**config.mk**
```make
export PLATFORM = sky130hd
export DESIGN_NAME = dmux_stream
export DESIGN_NICKNAME = d
export VERILOG_FILES = /design/src/rtl/dmux_stream.sv
export SDC_FILE = /design/constraint.sdc
export NUM_CORES = 1
export LEC_CHECK = 0
export CORE_MARGIN = 8
export CORE_UTILIZATION = 45
export DETAILED_ROUTE_END_ITERATION = 10
export DONT_BUFFER_PORTS = 1
export SETUP_SLACK_MARGIN = 0.4
export SLEW_MARGIN = 0
export SYNTH_ARGS = -nofsm -noshare
export SYNTH_HDL_FRONTEND = slang
export SYNTH_SLANG_ARGS = --single-unit
export TNS_END_PERCENT = 20
```
**constraint.sdc**
```tcl
create_clock -name clk -period 1.75 [get_ports clk]
set_input_delay 0.525 -clock clk [delete_from_list [all_inputs] [get_ports clk]]
set_output_delay 0.525 -clock clk [all_outputs]
set_load 0.005 [all_outputs]
```
**src/rtl/dmux_stream.sv**
```systemverilog
// Registered 1-to-CHANNELS stream demultiplexer with valid/ready handshakes.
// Each channel has a one-entry holding register. Words with an out-of-range sel are dropped and flagged.
module dmux_stream #(
    parameter int WIDTH     = 8,
    parameter int CHANNELS  = 4,
    parameter int SEL_WIDTH = 2
) (
    input  logic                      clk,
    input  logic                      reset,
    input  logic                      in_valid,
    output logic                      in_ready,
    input  logic [WIDTH-1:0]          in_data,
    input  logic [SEL_WIDTH-1:0]      in_sel,
    output logic [CHANNELS-1:0]       out_valid,
    input  logic [CHANNELS-1:0]       out_ready,
    output logic [CHANNELS*WIDTH-1:0] out_data,
    output logic                      sel_err
);

    logic [CHANNELS-1:0] full_q, full_d;
    logic [WIDTH-1:0]    buf_q [CHANNELS];
    logic [WIDTH-1:0]    buf_d [CHANNELS];
    logic                sel_err_q, sel_err_d;

    logic [CHANNELS-1:0] sel_hot;
    logic                sel_ok;
    logic [CHANNELS-1:0] load;
    logic [CHANNELS-1:0] drain;

    // Decoding by equality avoids indexing past the last channel when sel is out of range.
    always_comb begin
        // NOTE: every combinational output gets a default first so no path can infer a latch.
        sel_hot = '0;
        sel_ok  = 1'b0;
        for (int i = 0; i < CHANNELS; i++) begin
            if (in_sel == SEL_WIDTH'(i)) begin
                sel_hot[i] = 1'b1;
                sel_ok     = 1'b1;
            end
        end
    end

    assign drain    = full_q & out_ready;
    assign in_ready = !sel_ok || (|(sel_hot & (~full_q | out_ready)));
    assign load     = sel_hot & {CHANNELS{in_valid && in_ready}};

    always_comb begin
        full_d    = (full_q & ~drain) | load;
        sel_err_d = in_valid && !sel_ok;
        for (int i = 0; i < CHANNELS; i++) begin
            buf_d[i] = load[i] ? in_data : buf_q[i];
        end
    end

    always_ff @(posedge clk) begin
        if (reset) begin
            full_q    <= '0;
            sel_err_q <= 1'b0;
            // NOTE: the data buffers are cleared too, so out_data is zero after reset without relying on gating alone.
            for (int i = 0; i < CHANNELS; i++) begin
                buf_q[i] <= '0;
            end
        end else begin
            // NOTE: state registers use non-blocking assignments so all of them update together at the edge.
            full_q    <= full_d;
            sel_err_q <= sel_err_d;
            for (int i = 0; i < CHANNELS; i++) begin
                buf_q[i] <= buf_d[i];
            end
        end
    end

    assign out_valid = full_q;
    assign sel_err   = sel_err_q;

    for (genvar g = 0; g < CHANNELS; g++) begin : g_out
        assign out_data[g*WIDTH +: WIDTH] = full_q[g] ? buf_q[g] : '0;
    end

endmodule

```
==> run summary <==
• **Period minus WS final** 1.71 ns
• **Inserted Clock Buffers** 5
• **setup repair after global routing missed its margin** true
• **maximum clock rate** 585 MHz
• **number of placed instances with taps included** 212
• **Final Hold Viols** 0
• **crit share post-route** 97.6%
• **syn_area_per_cell** 10.2 µm²
• **Top-Level Pins** 55
• **Hold Startpoint** reset
• **drt wl/cell** 17.9 µm
• **number of nets produced by synthesis** 182
• **number of placement rows** 22
• **Util after Layout** 54.3%
• **clock buffer depth** 2
• **Core Box Area** 3630 µm²
• **post-detail-place hpwl** 2830 µm
• **sequential cell area fraction in the yosys report** 43.9%
• **width of the chip** 77.3 µm
• **number of pins exceeding their max-slew limit in the final report** 0
• **flop-to-flop setup slack** 0.63 ns
• **Tot GR Track Use** 13.2%
• **ratio of cells with drive above 1 in the final layout** 31.8%
• **Clock H-tree levels** 2
• **power density over the cells** 794 nW/µm²
• **Total Power** 1.57 mW
• **length of the first detailed-routing pass in iterations** 4
• **total setup violations reported at the end of the flow** 0
• **type of the setup path with the least slack** register to output port
• **Worst VDD drop** 0.357 mV
• **total die area** 5970 µm²
• **category of the worst setup path launch point** register
• **LEAKAGE** 0.889 nW
• **Die Y-Extent** 77.3 µm
• **kind of capture point of the worst setup path** output port
• **Worst-path clk slew** 0.07 ns
• **number of nets in the layout** 192
• **global-route wire length before repair** 6000 µm
• **final weighted congestion in routability-driven placement** 0.678
• **hold_ws** 0.302 ns
• **via count of the first global-routing pass** 1191
• **Port Buf Inserts** 0
• **gate count after technology mapping** 165
• **clock tree from TritonCTS** done
• **Setup Skew** 0.000785 ns
• **max-cap viol count** 0
• **run status** completed
• **launch point of the worst path** out_valid[1]
• **number of distinct library cell variants in the gate-level netlist after synthesis** 18
• **Yosys warning count** 0
• **via/cell ratio** 5.17
• **initial antenna violation count** 0
• **initial standard-cell utilization of the core** 46.5%
• **Final Non-Filler Cells** 224
• **total wirelength of the detailed-routed design** 4010 µm
• **synth-to-layout area growth** 16.7%
• **reg-to-reg startpoint** out_valid[1]
• **clock latency reported for the late side of the worst-skew pair** 0.28 ns
• **data required time of the critical path** 1.22 ns
• **data arrival at the endpoint of the critical path** 1.18 ns
• **antenna-violating nets left** 0
• **TNS Setup** 0 ns
• **Sink Count** 37
• **Seq cells post-synth** 37
• **root buffer selected by CTS** clkbuf_8
• **residual overflow from global routing** 0
• **worst-path maximum fanout** 3
• **diode insertion count for antenna repair** 0
• **type of the most critical hold path** input pin to register
• **detailed router's first-iteration violation count** 36
• **pin count of the biggest net entering global routing** 45
• **Remaining DRCs** 0
• **post-synthesis cell area** 1690 µm²
• **vias after detailed routing** 1157
==> layout by cell type, fill, tap and decap left out, types with 2 or more instances in the layout <==
cell | netlist | final
nand2b_1 | 43 | 40
dfxtp_1 | 37 | 33
mux2i_1 | 32 | 32
and2_4 | 0 | 25
buf_4 | 3 | 7
and2_2 | 8 | 5
clkbuf_8 | 0 | 5
nand2b_4 | 0 | 4
a21oi_1 | 4 | 4
buf_6 | 1 | 4
clkbuf_1 | 4 | 3
dfxtp_2 | 0 | 3
and2_1 | 24 | 2
==> worst paths after layout <==
| check | to | cells past startpoint |
|---|---|---|
| hold reg to reg | buf_q[0][25] | 2 |
| setup reg to reg | buf_q[0][15] | 5 |
| hold / removal | out_valid[0] | 1 |
| setup / recovery | in_ready | 2 |
==> through the flow <==
stage                     setup WS (ns)  instance area [µm²]
final                            0.0414                 1970
after global routing           -0.00752                 1970
after CTS                        0.0212                 1890
after detailed placement         0.0754                 1780
after global placement           0.0877                 1780
after floorplan                   0.100                 1720
==> critical path, stage by stage, from the launching register on <==
cell	delay, ns
dfxtp_4	0.37
nand2b_4	0.06
mux4_2	0.47
==> logic make-up (layout without fill, tap and decap cells) <==
family,after synthesis,after routing,share of synthesized area (%)
other,1,1,0.222
multiplexers,33,33,20.3
AND/OR/NAND/NOR,82,82,31.6
AO/OA/AOI/OAI,4,4,1.19
flip-flops,37,37,43.9
buffers and inverters,8,19,2.89
==> Yosys cell counts (all sizes together) <==
| library cell | number | area share, % |
|---|---|---|
| nand2b | 44 | 16 |
| nor2b | 1 | 0.37 |
| and4 | 1 | 0.67 |
| nand3 | 1 | 0.30 |
| buf | 4 | 2.0 |
| mux4 | 1 | 1.3 |
| clkbuf | 4 | 0.89 |
| and2 | 32 | 12 |
| nand4b | 1 | 0.52 |
| nand3b | 1 | 0.44 |
| conb | 1 | 0.22 |
| dfxtp | 37 | 44 |
| a21oi | 4 | 1.2 |
| mux2i | 32 | 19 |
| nand4 | 1 | 0.37 |
==> what timing repair did <==
action / in CTS / in global routing
endpoints found under the setup margin: 36 / 36
pin swaps: 0 / 16
setup buffers: 2 / 1
resized for setup: 9 / 25
cloned: 0 / 1
hold buffers: 0 / 0
==> per-layer routing <==
layer  track usage [%]  wire (µm)  share of wire [%]  up-vias
met1              14.3       1620                 40      557
met4              3.96         34               0.85        0
met3              7.46        363                9.1        4
met5                 0          0                  0        -
met2              21.4       1990                 50       38
li1                  -          -                  -      558
==> power breakdown <==
| part | leakage [nW] | switching (mW) | internal, mW | total (mW) |
|---|---|---|---|---|
| sequential | 0.303 | 0.0176 | 0.873 | 0.890 |
| combinational | 0.546 | 0.0569 | 0.0682 | 0.125 |
| clock | 0.0395 | 0.269 | 0.282 | 0.551 |
| total | 0.889 | 0.343 | 1.22 | 1.57 |
==> flip-flops by register name, summed over array words and instances, names as in the netlist <==
register	count
out_valid	4
buf_q	32
sel_err	1
==> layout make-up <==
cell class | instances | area [µm²]
Clock buffer | 8 | 80.1
Multi-Input combinational cell | 120 | 986
Sequential cell | 37 | 748
Tap cell | 48 | 60.1
Fill cell | 352 | 1660
Timing Repair Buffer | 11 | 97.6
Power figures use the tool's default switching activity.
